$ cat src/rtl/shot_scheduler.sv
`default_nettype none
// ============================================================================
//  Module   : shot_scheduler
//  Purpose  : Sequences firing for the local tank (mouse) and the opponent
//             tank (link request). Each channel turns a request into a single
//             cycle fire pulse, waits for its gun controller to fly the bullet,
//             then enforces a reload cooldown. Tracks hit points, declares the
//             winner, and queues shot/hit events for the serial-link TX port.
//  Ports    : clk, rst (async, active-low)
//             new_game             - synchronous match restart (top priority)
//             left_click, select   - raw mouse button level / local tank select
//             shot_req_op          - opponent fire request pulse
//             busy, busy_op        - gun controllers not idle
//             hit_local, hit_op    - bullet hit pulses
//             fire, fire_op        - fire pulses to the gun controllers
//             reloading(_op)       - channel is in its cooldown
//             hp, hp_op            - hit points
//             game_over, winner    - match result (01 local, 10 opp, 11 draw)
//             tx_valid/tx_event/tx_ready - event stream to the link
//  Revision : 1.0 - initial release
// ============================================================================
module shot_scheduler #(
    parameter int RELOAD_CYCLES = 195000000,
    parameter int HP_INIT       = 3,
    parameter int START_TO      = 8,
    parameter int CNT_W         = 28
) (
    input  logic       clk,
    input  logic       rst,
    input  logic       new_game,
    input  logic       left_click,
    input  logic       select,
    input  logic       shot_req_op,
    input  logic       busy,
    input  logic       busy_op,
    input  logic       hit_local,
    input  logic       hit_op,
    output logic       fire,
    output logic       fire_op,
    output logic       reloading,
    output logic       reloading_op,
    output logic [1:0] hp,
    output logic [1:0] hp_op,
    output logic       game_over,
    output logic [1:0] winner,
    output logic       tx_valid,
    output logic [1:0] tx_event,
    input  logic       tx_ready
);

    localparam int TO_W = (START_TO > 1) ? $clog2(START_TO) : 1;

    localparam logic [1:0] c_IDLE   = 2'd0;
    localparam logic [1:0] c_ARM    = 2'd1;
    localparam logic [1:0] c_FLIGHT = 2'd2;
    localparam logic [1:0] c_RELOAD = 2'd3;

    localparam logic [1:0] c_EV_FIRED = 2'b01;
    localparam logic [1:0] c_EV_HIT   = 2'b10;
    localparam logic [1:0] c_HP_INIT  = 2'(HP_INIT);

    // ------------------------------------------------------------------
    // Shared state
    // ------------------------------------------------------------------
    logic       click_q, click_d;
    logic [1:0] hp_q, hp_d;
    logic [1:0] hp_op_q, hp_op_d;
    logic       game_over_q, game_over_d;
    logic [1:0] winner_q, winner_d;
    logic [1:0] q0_q, q0_d;
    logic [1:0] q1_q, q1_d;
    logic [1:0] qcnt_q, qcnt_d;

    // Index 0 = local channel, index 1 = opponent channel
    logic [1:0] w_req;
    logic [1:0] w_busy;
    logic [1:0] w_fire;
    logic [1:0] w_reload;

    assign click_d  = left_click;
    // Edge-detect the raw button so a held click fires only once
    assign w_req[0] = select & left_click & ~click_q;
    assign w_req[1] = shot_req_op;
    assign w_busy   = {busy_op, busy};

    // ------------------------------------------------------------------
    // Per-channel firing FSM
    // ------------------------------------------------------------------
    generate
        for (genvar ch = 0; ch < 2; ch++) begin : g_ch
            logic [1:0]       state_q, state_d;
            logic [CNT_W-1:0] cnt_q, cnt_d;
            logic [TO_W-1:0]  to_q, to_d;
            logic             fire_q, fire_d;

            always_comb begin
                state_d = state_q;
                cnt_d   = cnt_q;
                to_d    = to_q;
                fire_d  = 1'b0;
                if (new_game) begin
                    state_d = c_IDLE;
                    cnt_d   = '0;
                    to_d    = '0;
                end else begin
                    case (state_q)
                        c_IDLE: begin
                            if (w_req[ch] && !game_over_q) begin
                                state_d = c_ARM;
                                to_d    = '0;
                                fire_d  = 1'b1;
                            end
                        end
                        c_ARM: begin
                            // The fire-pulse cycle is the first ARM cycle, so the
                            // START_TO-th cycle without busy gives up the shot.
                            if (w_busy[ch]) begin
                                state_d = c_FLIGHT;
                            end else if (to_q == TO_W'(START_TO - 1)) begin
                                state_d = c_RELOAD;
                                cnt_d   = '0;
                            end else begin
                                to_d = to_q + 1'b1;
                            end
                        end
                        c_FLIGHT: begin
                            if (!w_busy[ch]) begin
                                state_d = c_RELOAD;
                                cnt_d   = '0;
                            end
                        end
                        c_RELOAD: begin
                            if (cnt_q == CNT_W'(RELOAD_CYCLES - 1)) begin
                                state_d = c_IDLE;
                            end else begin
                                cnt_d = cnt_q + 1'b1;
                            end
                        end
                        default: state_d = c_IDLE;
                    endcase
                end
            end

            always_ff @(posedge clk or negedge rst) begin
                if (!rst) begin
                    state_q <= c_IDLE;
                    cnt_q   <= '0;
                    to_q    <= '0;
                    fire_q  <= 1'b0;
                end else begin
                    state_q <= state_d;
                    cnt_q   <= cnt_d;
                    to_q    <= to_d;
                    fire_q  <= fire_d;
                end
            end

            assign w_fire[ch]   = fire_q;
            assign w_reload[ch] = (state_q == c_RELOAD);
        end
    endgenerate

    // ------------------------------------------------------------------
    // Hit points and match result
    // ------------------------------------------------------------------
    always_comb begin
        hp_d        = hp_q;
        hp_op_d     = hp_op_q;
        game_over_d = game_over_q;
        winner_d    = winner_q;
        if (new_game) begin
            hp_d        = c_HP_INIT;
            hp_op_d     = c_HP_INIT;
            game_over_d = 1'b0;
            winner_d    = 2'b00;
        end else begin
            if (!game_over_q) begin
                if (hit_op && hp_q != 2'd0) begin
                    hp_d = hp_q - 2'd1;
                end
                if (hit_local && hp_op_q != 2'd0) begin
                    hp_op_d = hp_op_q - 2'd1;
                end
                // Result is latched once, from the hp values of the cycle in
                // which the first zero became visible.
                if (hp_q == 2'd0 || hp_op_q == 2'd0) begin
                    game_over_d = 1'b1;
                    winner_d    = {hp_q == 2'd0, hp_op_q == 2'd0};
                end
            end
        end
    end

    // ------------------------------------------------------------------
    // Two-entry event queue; head is always q0. Pop is applied before the
    // pushes so a full queue can still accept while draining.
    // ------------------------------------------------------------------
    logic w_push_fire;
    logic w_push_hit;
    logic w_pop;

    assign w_push_fire = w_fire[0];
    assign w_push_hit  = hit_local & ~game_over_q;
    assign w_pop       = tx_valid & tx_ready;

    always_comb begin
        q0_d   = q0_q;
        q1_d   = q1_q;
        qcnt_d = qcnt_q;
        if (new_game) begin
            q0_d   = 2'b00;
            q1_d   = 2'b00;
            qcnt_d = 2'd0;
        end else begin
            if (w_pop) begin
                q0_d   = q1_q;
                qcnt_d = qcnt_q - 2'd1;
            end
            // "local fired" has priority over "hit confirmed"
            if (w_push_fire && qcnt_d != 2'd2) begin
                if (qcnt_d == 2'd0) begin
                    q0_d = c_EV_FIRED;
                end else begin
                    q1_d = c_EV_FIRED;
                end
                qcnt_d = qcnt_d + 2'd1;
            end
            if (w_push_hit && qcnt_d != 2'd2) begin
                if (qcnt_d == 2'd0) begin
                    q0_d = c_EV_HIT;
                end else begin
                    q1_d = c_EV_HIT;
                end
                qcnt_d = qcnt_d + 2'd1;
            end
        end
    end

    always_ff @(posedge clk or negedge rst) begin
        if (!rst) begin
            click_q     <= 1'b0;
            hp_q        <= c_HP_INIT;
            hp_op_q     <= c_HP_INIT;
            game_over_q <= 1'b0;
            winner_q    <= 2'b00;
            q0_q        <= 2'b00;
            q1_q        <= 2'b00;
            qcnt_q      <= 2'd0;
        end else begin
            click_q     <= click_d;
            hp_q        <= hp_d;
            hp_op_q     <= hp_op_d;
            game_over_q <= game_over_d;
            winner_q    <= winner_d;
            q0_q        <= q0_d;
            q1_q        <= q1_d;
            qcnt_q      <= qcnt_d;
        end
    end

    // ------------------------------------------------------------------
    // Outputs
    // ------------------------------------------------------------------
    assign fire         = w_fire[0];
    assign fire_op      = w_fire[1];
    assign reloading    = w_reload[0];
    assign reloading_op = w_reload[1];
    assign hp           = hp_q;
    assign hp_op        = hp_op_q;
    assign game_over    = game_over_q;
    assign winner       = winner_q;
    assign tx_valid     = (qcnt_q != 2'd0);
    assign tx_event     = tx_valid ? q0_q : 2'b00;

endmodule
`default_nettype wire

$ cat config.mk
export PLATFORM = sky130hd
export DESIGN_NAME = shot_scheduler
export DESIGN_NICKNAME = d
export VERILOG_FILES = /design/src/rtl/shot_scheduler.sv
export SDC_FILE = /design/constraint.sdc
export NUM_CORES = 1
export LEC_CHECK = 0
export CAP_MARGIN = 20
export CELL_PAD_IN_SITES_DETAIL_PLACEMENT = 1
export CELL_PAD_IN_SITES_GLOBAL_PLACEMENT = 1
export CORE_MARGIN = 8
export CORE_UTILIZATION = 40
export CTS_CLUSTER_DIAMETER = 40
export DETAILED_ROUTE_END_ITERATION = 8
export GPL_TIMING_DRIVEN = 0
export MAX_ROUTING_LAYER = met4
export PLACE_DENSITY_LB_ADDON = 0.1
export SETUP_SLACK_MARGIN = 0.05
export SLEW_MARGIN = 20
export SYNTH_ARGS = -nofsm -noshare
export SYNTH_HDL_FRONTEND = slang
export SYNTH_SLANG_ARGS = --single-unit
$ cat constraint.sdc
create_clock -name clk -period 3.35 [get_ports clk]
set_input_delay 1.005 -clock clk [delete_from_list [all_inputs] [get_ports clk]]
set_output_delay 1.005 -clock clk [all_outputs]
set_load 0.02 [all_outputs]
==> flow_metrics.env, run 1 <==
export IMPL_place_area_um2=5720
export IMPL_ys_seq_elements=82
export IMPL_skew_ps=8.68
export IMPL_period_minus_slack_ps=2970
export IMPL_area_growth_pct=14.7
export IMPL_gp_congestion=0.879
export IMPL_grt_antenna_before_repair=0
export IMPL_synthTopCellsByArea="dfrtp_1 37%, ha_1 4.8%, o21ai_0 4.5%, nand2_1 4.2%, nand3_1 3.9%"
export IMPL_clock_latency_ps=360
export IMPL_fp_dieH_um=130
export IMPL_wl_per_cell_um=19.3
export IMPL_core_rowCount=42
export IMPL_first_pass_iters=6
export IMPL_rsz0062_at_grt="no"
export IMPL_diodes=0
export IMPL_grt_pass1_wl_mm=26.6
export IMPL_place_hpwl_mm=11.4
export IMPL_yosysTopAreaCell="dfrtp_1"
export IMPL_maxSlewHeadroom=0.435
export IMPL_yosysSeqAreaShare=0.392
export IMPL_grt_pass1_vias=5369
export IMPL_drtIter0Drc=286
export IMPL_postCtsSetupBuffers=0
export IMPL_fmax_ghz=0.336
export IMPL_vias=5008
export IMPL_clk_pin_slew_ps=60
export IMPL_post_cts_resized=0
export IMPL_seq_area_um2=2060
export IMPL_cts_hold_buf=0
export IMPL_io_buffers=23
export IMPL_drcViolationCount=0
export IMPL_cts_sinks=82
export IMPL_end_kind="flop"
export IMPL_worstPathRequired_ps=3570
export IMPL_worstHoldPathType="flop to flop"
export IMPL_grt_max_degree=51
export IMPL_htree_levels=3
export IMPL_cts_buffers=9
export IMPL_ys_async_sr_fraction=1.00
export IMPL_multi_input_area_um2=2960
export IMPL_wl_mm=15.9
export IMPL_syn_area_per_cell_um2=8.64
export IMPL_dieWidth_um=130
export IMPL_netlist_instances=607
export IMPL_cts_buffer_depth=2
export IMPL_hold_viol_final=0
export IMPL_crit_type="primary input to flop"
export IMPL_post_route_period_util=0.887
export IMPL_synth_cell_types=69
export IMPL_syn_num_nets=638
export IMPL_dp_slack_ps=16.8
export IMPL_instances_no_fill=823
export IMPL_syn_area_um2=5240
export IMPL_boundaryPins=25
export IMPL_p_per_area_nw_per_um2=543
export IMPL_root_buffer="clkbuf_16"
export IMPL_grt_usage=0.203
export IMPL_critPathLaunchType="primary input"
export IMPL_critPathMaxFanout=10
export IMPL_detail_route_antenna_nets=0
export IMPL_hold_slack_ps=488
export IMPL_synth_main_ff_cell="dfrtp_1"
export IMPL_cap_violations=0
export IMPL_fin_ws_ps=377
export IMPL_start_util=0.402
export IMPL_die_area_um2=17000
export IMPL_synth_edff_count=0
export IMPL_yosysWarnings=0
export IMPL_cts_tree="yes"
export IMPL_synth_top_area_frac=0.372
export IMPL_setup_viol=0
export IMPL_leakagePower_uw=0.00248
export IMPL_drive_gt1_frac=0.0850
export IMPL_run_status="finished, final reports clean"
export IMPL_stdcell_area_um2=6020
export IMPL_fin_nets=673
export IMPL_layout_commonest_cell="dfrtp_1"
export IMPL_ir_worst_vdd_v=0.000244
export IMPL_grt_overflow=0
export IMPL_core_area_um2=13000
export IMPL_fin_tns_setup_ps=0
export IMPL_worstPathArrival_ps=3190
export IMPL_final_cell_mix="78 x dfrtp_1, 59 x nand2_1, 47 x o21ai_0"
export IMPL_finalMaxSlewViolations=0
export IMPL_fillers=1613
export IMPL_tightest_slew_ps=841
export IMPL_dp_cells=807
export IMPL_avgViaCountPerCell=6.09
state kept, by name, summed over array words and instances (netlist names):
| name | count |
|---|---|
| g_ch.cnt_q | 56 |
| g_ch.to_q | 6 |
| g_ch.state_q | 4 |
| hp | 2 |
| hp_op | 2 |
| q0_q | 2 |
| q1_q | 2 |
| qcnt_q | 2 |
| winner | 2 |
| click_q | 1 |
| fire | 1 |
| fire_op | 1 |
| game_over | 1 |
worst max-delay path, stage by stage:
cell and delay, ps:
clkdlybuf4s50_1 450, nand2b_1 50, clkbuf_1 150, xnor2_1 310, inv_2 160, ha_1 240
nor2b_1 350, maj3_1 280, xnor2_1 120, nor2_1 50
per-layer routing:
| layer | vias up | share of wire | global-route usage |
|---|---|---|---|
| met3 | 27 | 0.032 | 0.0386 |
| li1 | 2371 | - | - |
| met4 | 0 | 0.022 | 0.0864 |
| met5 | - | 0 | - |
| met2 | 70 | 0.50 | 0.347 |
| met1 | 2540 | 0.44 | 0.229 |
worst paths after layout:
kind,from,to,slack [ps],cells past startpoint
worst max-delay path,tx_ready,qcnt_q[1],380,10
worst min-delay path,g_ch[1].to_q[1],g_ch[1].to_q[1],490,2
worst max register to register,g_ch[0].state_q[1],g_ch[0].cnt_q[18],690,6
worst min register to register,g_ch[1].to_q[1],g_ch[1].to_q[1],490,2
max in group asynchronous,rst,g_ch[1].cnt_q[25],2120,2
min in group asynchronous,rst,qcnt_q[0],610,1
synth_stat cells, types with 2 or more instances:
library cell,number
nor4_2,2
a31oi_1,28
nand3_1,41
a21o_1,7
inv_1,23
nor3_1,25
nor4b_1,3
nor4_1,12
o21a_1,8
o21ai_0,47
o31a_1,6
dfstp_2,4
or3b_2,3
or2_2,6
a21oi_1,28
ha_1,20
a21boi_0,2
and4_1,6
o31ai_1,6
nand2b_1,10
nand2_1,59
clkbuf_1,16
dfrtp_1,78
mux2i_1,5
and2_1,4
o211ai_1,13
buf_2,8
nor2b_1,8
nor2_1,22
buf_1,2
mux2_2,5
nor3b_1,3
or4_1,3
and3_1,14
xnor2_1,3
o311ai_0,4
or3_1,10
nand4_1,31
or4b_1,2
power breakdown:
part	leakage (uW)	total [uW]	switching, uW	internal [uW]
Clock	0.000143	1030	428	599
Sequential	0.00112	1150	71.5	1070
Combinational	0.00122	1090	685	406
Total	0.00248	3260	1180	2080
area by class of cell:
class | instances | share of cell area
clock buffers | 12 | 0.0410
inverters | 24 | 0.0150
repair buffers | 24 | 0.0424
well taps | 176 | 0.0366
clock inverters | 4 | 0.00853
plain buffers | 29 | 0.0218
flip-flops and latches | 82 | 0.342
multi-input cells | 472 | 0.493
kinds of logic after synthesis:
family	after synthesis	synth area share
compound gates	166	0.201
fa+ha+maj	21	0.0496
simple gates	272	0.289
buf+inv	53	0.0422
mux	10	0.0203
xor+xnor	3	0.00501
flops	82	0.392
through the flow:
stage          total power, uW  utilization
5_1_grt                   3470        0.462
4_1_cts                   3310        0.462
6_report                  3260        0.462
2_1_floorplan             1910            -
3_5_place_dp              2260        0.439
3_3_place_gp              2210        0.437
Power figures use the tool's default switching activity.
==> inputs of run 2 (changes only) <==
--- a/config.mk
+++ b/config.mk
@@ -16,6 +16,7 @@
 export MAX_ROUTING_LAYER = met4
 export PLACE_DENSITY_LB_ADDON = 0.1
 export SETUP_SLACK_MARGIN = 0.05
+export SKIP_LAST_GASP = 1
 export SLEW_MARGIN = 20
 export SYNTH_ARGS = -nofsm -noshare
 export SYNTH_HDL_FRONTEND = slang
==> results of run 2 <==
The final DEF is identical to that of run 1; final timing and power are the same.
==> inputs of run 3 (changes only) <==
--- a/config.mk
+++ b/config.mk
@@ -5,6 +5,7 @@
 export SDC_FILE = /design/constraint.sdc
 export NUM_CORES = 1
 export LEC_CHECK = 0
+export ABC_AREA = 1
 export CAP_MARGIN = 20
 export CELL_PAD_IN_SITES_DETAIL_PLACEMENT = 1
 export CELL_PAD_IN_SITES_GLOBAL_PLACEMENT = 1
@@ -12,10 +13,10 @@
 export CORE_UTILIZATION = 40
 export CTS_CLUSTER_DIAMETER = 40
 export DETAILED_ROUTE_END_ITERATION = 8
+export GPL_ROUTABILITY_DRIVEN = 0
 export GPL_TIMING_DRIVEN = 0
 export MAX_ROUTING_LAYER = met4
 export PLACE_DENSITY_LB_ADDON = 0.1
-export SETUP_SLACK_MARGIN = 0.05
 export SKIP_LAST_GASP = 1
 export SLEW_MARGIN = 20
 export SYNTH_ARGS = -nofsm -noshare
==> flow_metrics.env, run 3 <==
export IMPL_dieWidth_um=134
export IMPL_cap_violations=0
export IMPL_r2r_start="qcnt_q[0]"
export IMPL_grt_pass1_wl_mm=28.7
export IMPL_maxSlewHeadroom=0.456
export IMPL_worstPathRequired_ps=3590
export IMPL_hold_start="hp[1]"
export IMPL_yosysWarnings=0
export IMPL_leakagePower_uw=0.00298
export IMPL_stdcell_area_um2=6370
export IMPL_regMostFlops="g_ch.cnt_q"
export IMPL_p_per_area_nw_per_um2=525
export IMPL_ys_seq_elements=82
export IMPL_rsz0062_at_grt="no"
export IMPL_cts_sinks=82
export IMPL_hold_viol_final=0
export IMPL_synth_main_ff_cell="dfrtp_1"
export IMPL_instances_no_fill=1062
export IMPL_critPathLaunchType="primary input"
export IMPL_dp_cells=1046
export IMPL_io_buffers=24
export IMPL_drtIter0Drc=256
export IMPL_power_uw=3350
export IMPL_clk_pin_slew_ps=70
export IMPL_synth_edff_count=0
export IMPL_core_area_um2=13800
export IMPL_htree_levels=3
export IMPL_reg_top3="g_ch.cnt_q: 56 flops, g_ch.to_q: 6 flops, g_ch.state_q: 4 flops"
export IMPL_synth_cell_types=35
export IMPL_cts_buffers=9
export IMPL_syn_area_um2=5570
export IMPL_post_route_period_util=0.921
export IMPL_tightest_slew_ps=814
export IMPL_place_hpwl_mm=13.0
export IMPL_cts_buffer_depth=2
export IMPL_clock_latency_ps=350
export IMPL_grt_usage=0.202
export IMPL_fmax_ghz=0.324
export IMPL_grt_max_degree=44
export IMPL_netlist_instances=841
export IMPL_core_rowCount=43
export IMPL_first_pass_iters=4
export IMPL_switching_power_uw=1310
export IMPL_boundaryPins=25
export IMPL_synth_commonest_cells="298 x nand2_1, 100 x nor2_1, 91 x nand3_1"
export IMPL_synth_most_common_cell="nand2_1"
export IMPL_ys_async_sr_fraction=1.00
export IMPL_swShare=0.392
export IMPL_synthTopCellsByArea="dfrtp_1 35%, nand2_1 20%, nand3_1 8.2%, nor2_1 6.7%, inv_1 6.1%"
export IMPL_drcViolationCount=0
export IMPL_fin_nets=908
export IMPL_vias=5523
export IMPL_ir_worst_vdd_v=0.000310
export IMPL_worstPathArrival_ps=3330
export IMPL_worstHoldPathType="flop to flop"
export IMPL_startpoint="tx_ready"
export IMPL_start_util=0.405
export IMPL_p_clk_frac=0.309
export IMPL_p_seq_frac=0.337
export IMPL_grt_pass1_vias=5878
export IMPL_syn_area_per_cell_um2=6.63
export IMPL_postCtsSetupBuffers=0
export IMPL_syn_num_nets=872
export IMPL_internal_power_uw=2040
export IMPL_cts_tree="yes"
export IMPL_wl_mm=16.9
export IMPL_critPathMaxFanout=5
export IMPL_setup_viol=0
export IMPL_fp_dieH_um=134
export IMPL_drive_gt1_frac=0.0680
export IMPL_skew_ps=5.81
export IMPL_yosysSeqAreaShare=0.369
export IMPL_layout_commonest_cell="nand2_1"
export IMPL_final_cell_mix="298 x nand2_1, 99 x nor2_1, 91 x nand3_1"
export IMPL_area_growth_pct=14.3
export IMPL_die_area_um2=18000
export IMPL_finalMaxSlewViolations=0
export IMPL_p_comb_frac=0.354
export IMPL_run_status="finished, final reports clean"
export IMPL_crit_type="primary input to flop"
export IMPL_root_buffer="clkbuf_16"
export IMPL_period_minus_slack_ps=3090
export IMPL_wl_per_cell_um=15.9
export IMPL_grt_overflow=0
export IMPL_detail_route_antenna_nets=0
export IMPL_diodes=0
export IMPL_largest_register_ffs=56
export IMPL_avgViaCountPerCell=5.20
export IMPL_synth_top_area_frac=0.350
export IMPL_grt_antenna_before_repair=0
export IMPL_yosysTopAreaCell="dfrtp_1"
export IMPL_end_kind="flop"
export IMPL_place_area_um2=6060
==> run 3: cell types whose count changed in the layout (fill, tap and decap cells not counted), moves of 11 or more <==
cell	delta
a31oi_1	-26
a21oi_1	-13
and3_1	-14
inv_1	+67
o21ai_0	-11
nor2_1	+77
nand3_1	+50
nand2_1	+239
nand4_1	-15
clkbuf_1	-15
o211ai_1	-11
==> run 3: per-layer routing <==
layer  share of wire  vias up  track usage
met1            0.45     2699        0.232
met5               0        -            -
li1                -     2765            -
met2            0.51       38        0.356
met3           0.016       21       0.0239
met4           0.019        0       0.0730
==> run 3: path summary, 6_finish.rpt <==
check / endpoint / slack, ps / depth (start not counted)
max in group asynchronous: hp[0] / 2030 / 2
min in group asynchronous: q0_q[0] / 640 / 1
max: q1_q[0] / 260 / 16
max reg2reg: q1_q[0] / 710 / 17
min: hp[1] / 500 / 2
min reg2reg: hp[1] / 500 / 2
==> run 3: layout make-up <==
type | count | area [um2]
fill | 1837 | 7400
multi-input combinational | 648 | 3070
sequential | 82 | 2060
inverter | 94 | 353
timing repair buffer | 25 | 265
clock buffer | 10 | 239
tap | 180 | 225
buffer | 17 | 96.3
clock inverter | 6 | 63.8
==> run 3: power by group through the flow <==
| stage | clock [uW] | combinational, uW | sequential [uW] |
|---|---|---|---|
| 2_1_floorplan | 0 | 769 | 1150 |
| 3_3_place_gp | 0 | 1130 | 1140 |
| 3_5_place_dp | 0 | 1190 | 1150 |
| 4_1_cts | 1060 | 1200 | 1130 |
| 5_1_grt | 1100 | 1330 | 1140 |
| 6_report | 1030 | 1180 | 1130 |
==> run 3: worst max-delay path, cell delays in order <==
cell             delay (ps)
clkdlybuf4s50_1         480
inv_1                    40
nor2_1                  190
nand2_1                 110
nand2_1                 130
inv_1                    60
ha_1                    220
nor2_2                  220
inv_1                   140
or2_2                   290
nand2_1                  70
inv_1                    50
nand2_1                  50
nand3_1                 100
nand2_1                 120
nor2_1                   50
==> run 3: metrics by stage <==
step           TNS [ps]  worst slack [ps]  utilization  hold WS, ps
6_report              0               264        0.462          503
5_1_grt               0              76.9        0.462          518
4_1_cts               0               182        0.462          508
3_5_place_dp       -492              -181        0.440          493
3_3_place_gp    -153810             -1930        0.438          475
2_1_floorplan         0               713            -          457
==> run 3: kinds of logic after synthesis <==
kind of cell / count (synthesis) / share of synthesized area
fa+ha+maj: 20 / 0.0449
xor+xnor: 15 / 0.0236
buf+inv: 111 / 0.0806
compound gates: 68 / 0.0660
flops: 82 / 0.369
simple gates: 545 / 0.416
==> run 3: timing repair <==
action | CTS | global route
hold buffers | 0 | 0
endpoints found under the setup margin | 0 | 1
endpoints found under the hold margin | 0 | 0
resized for setup | 0 | 1
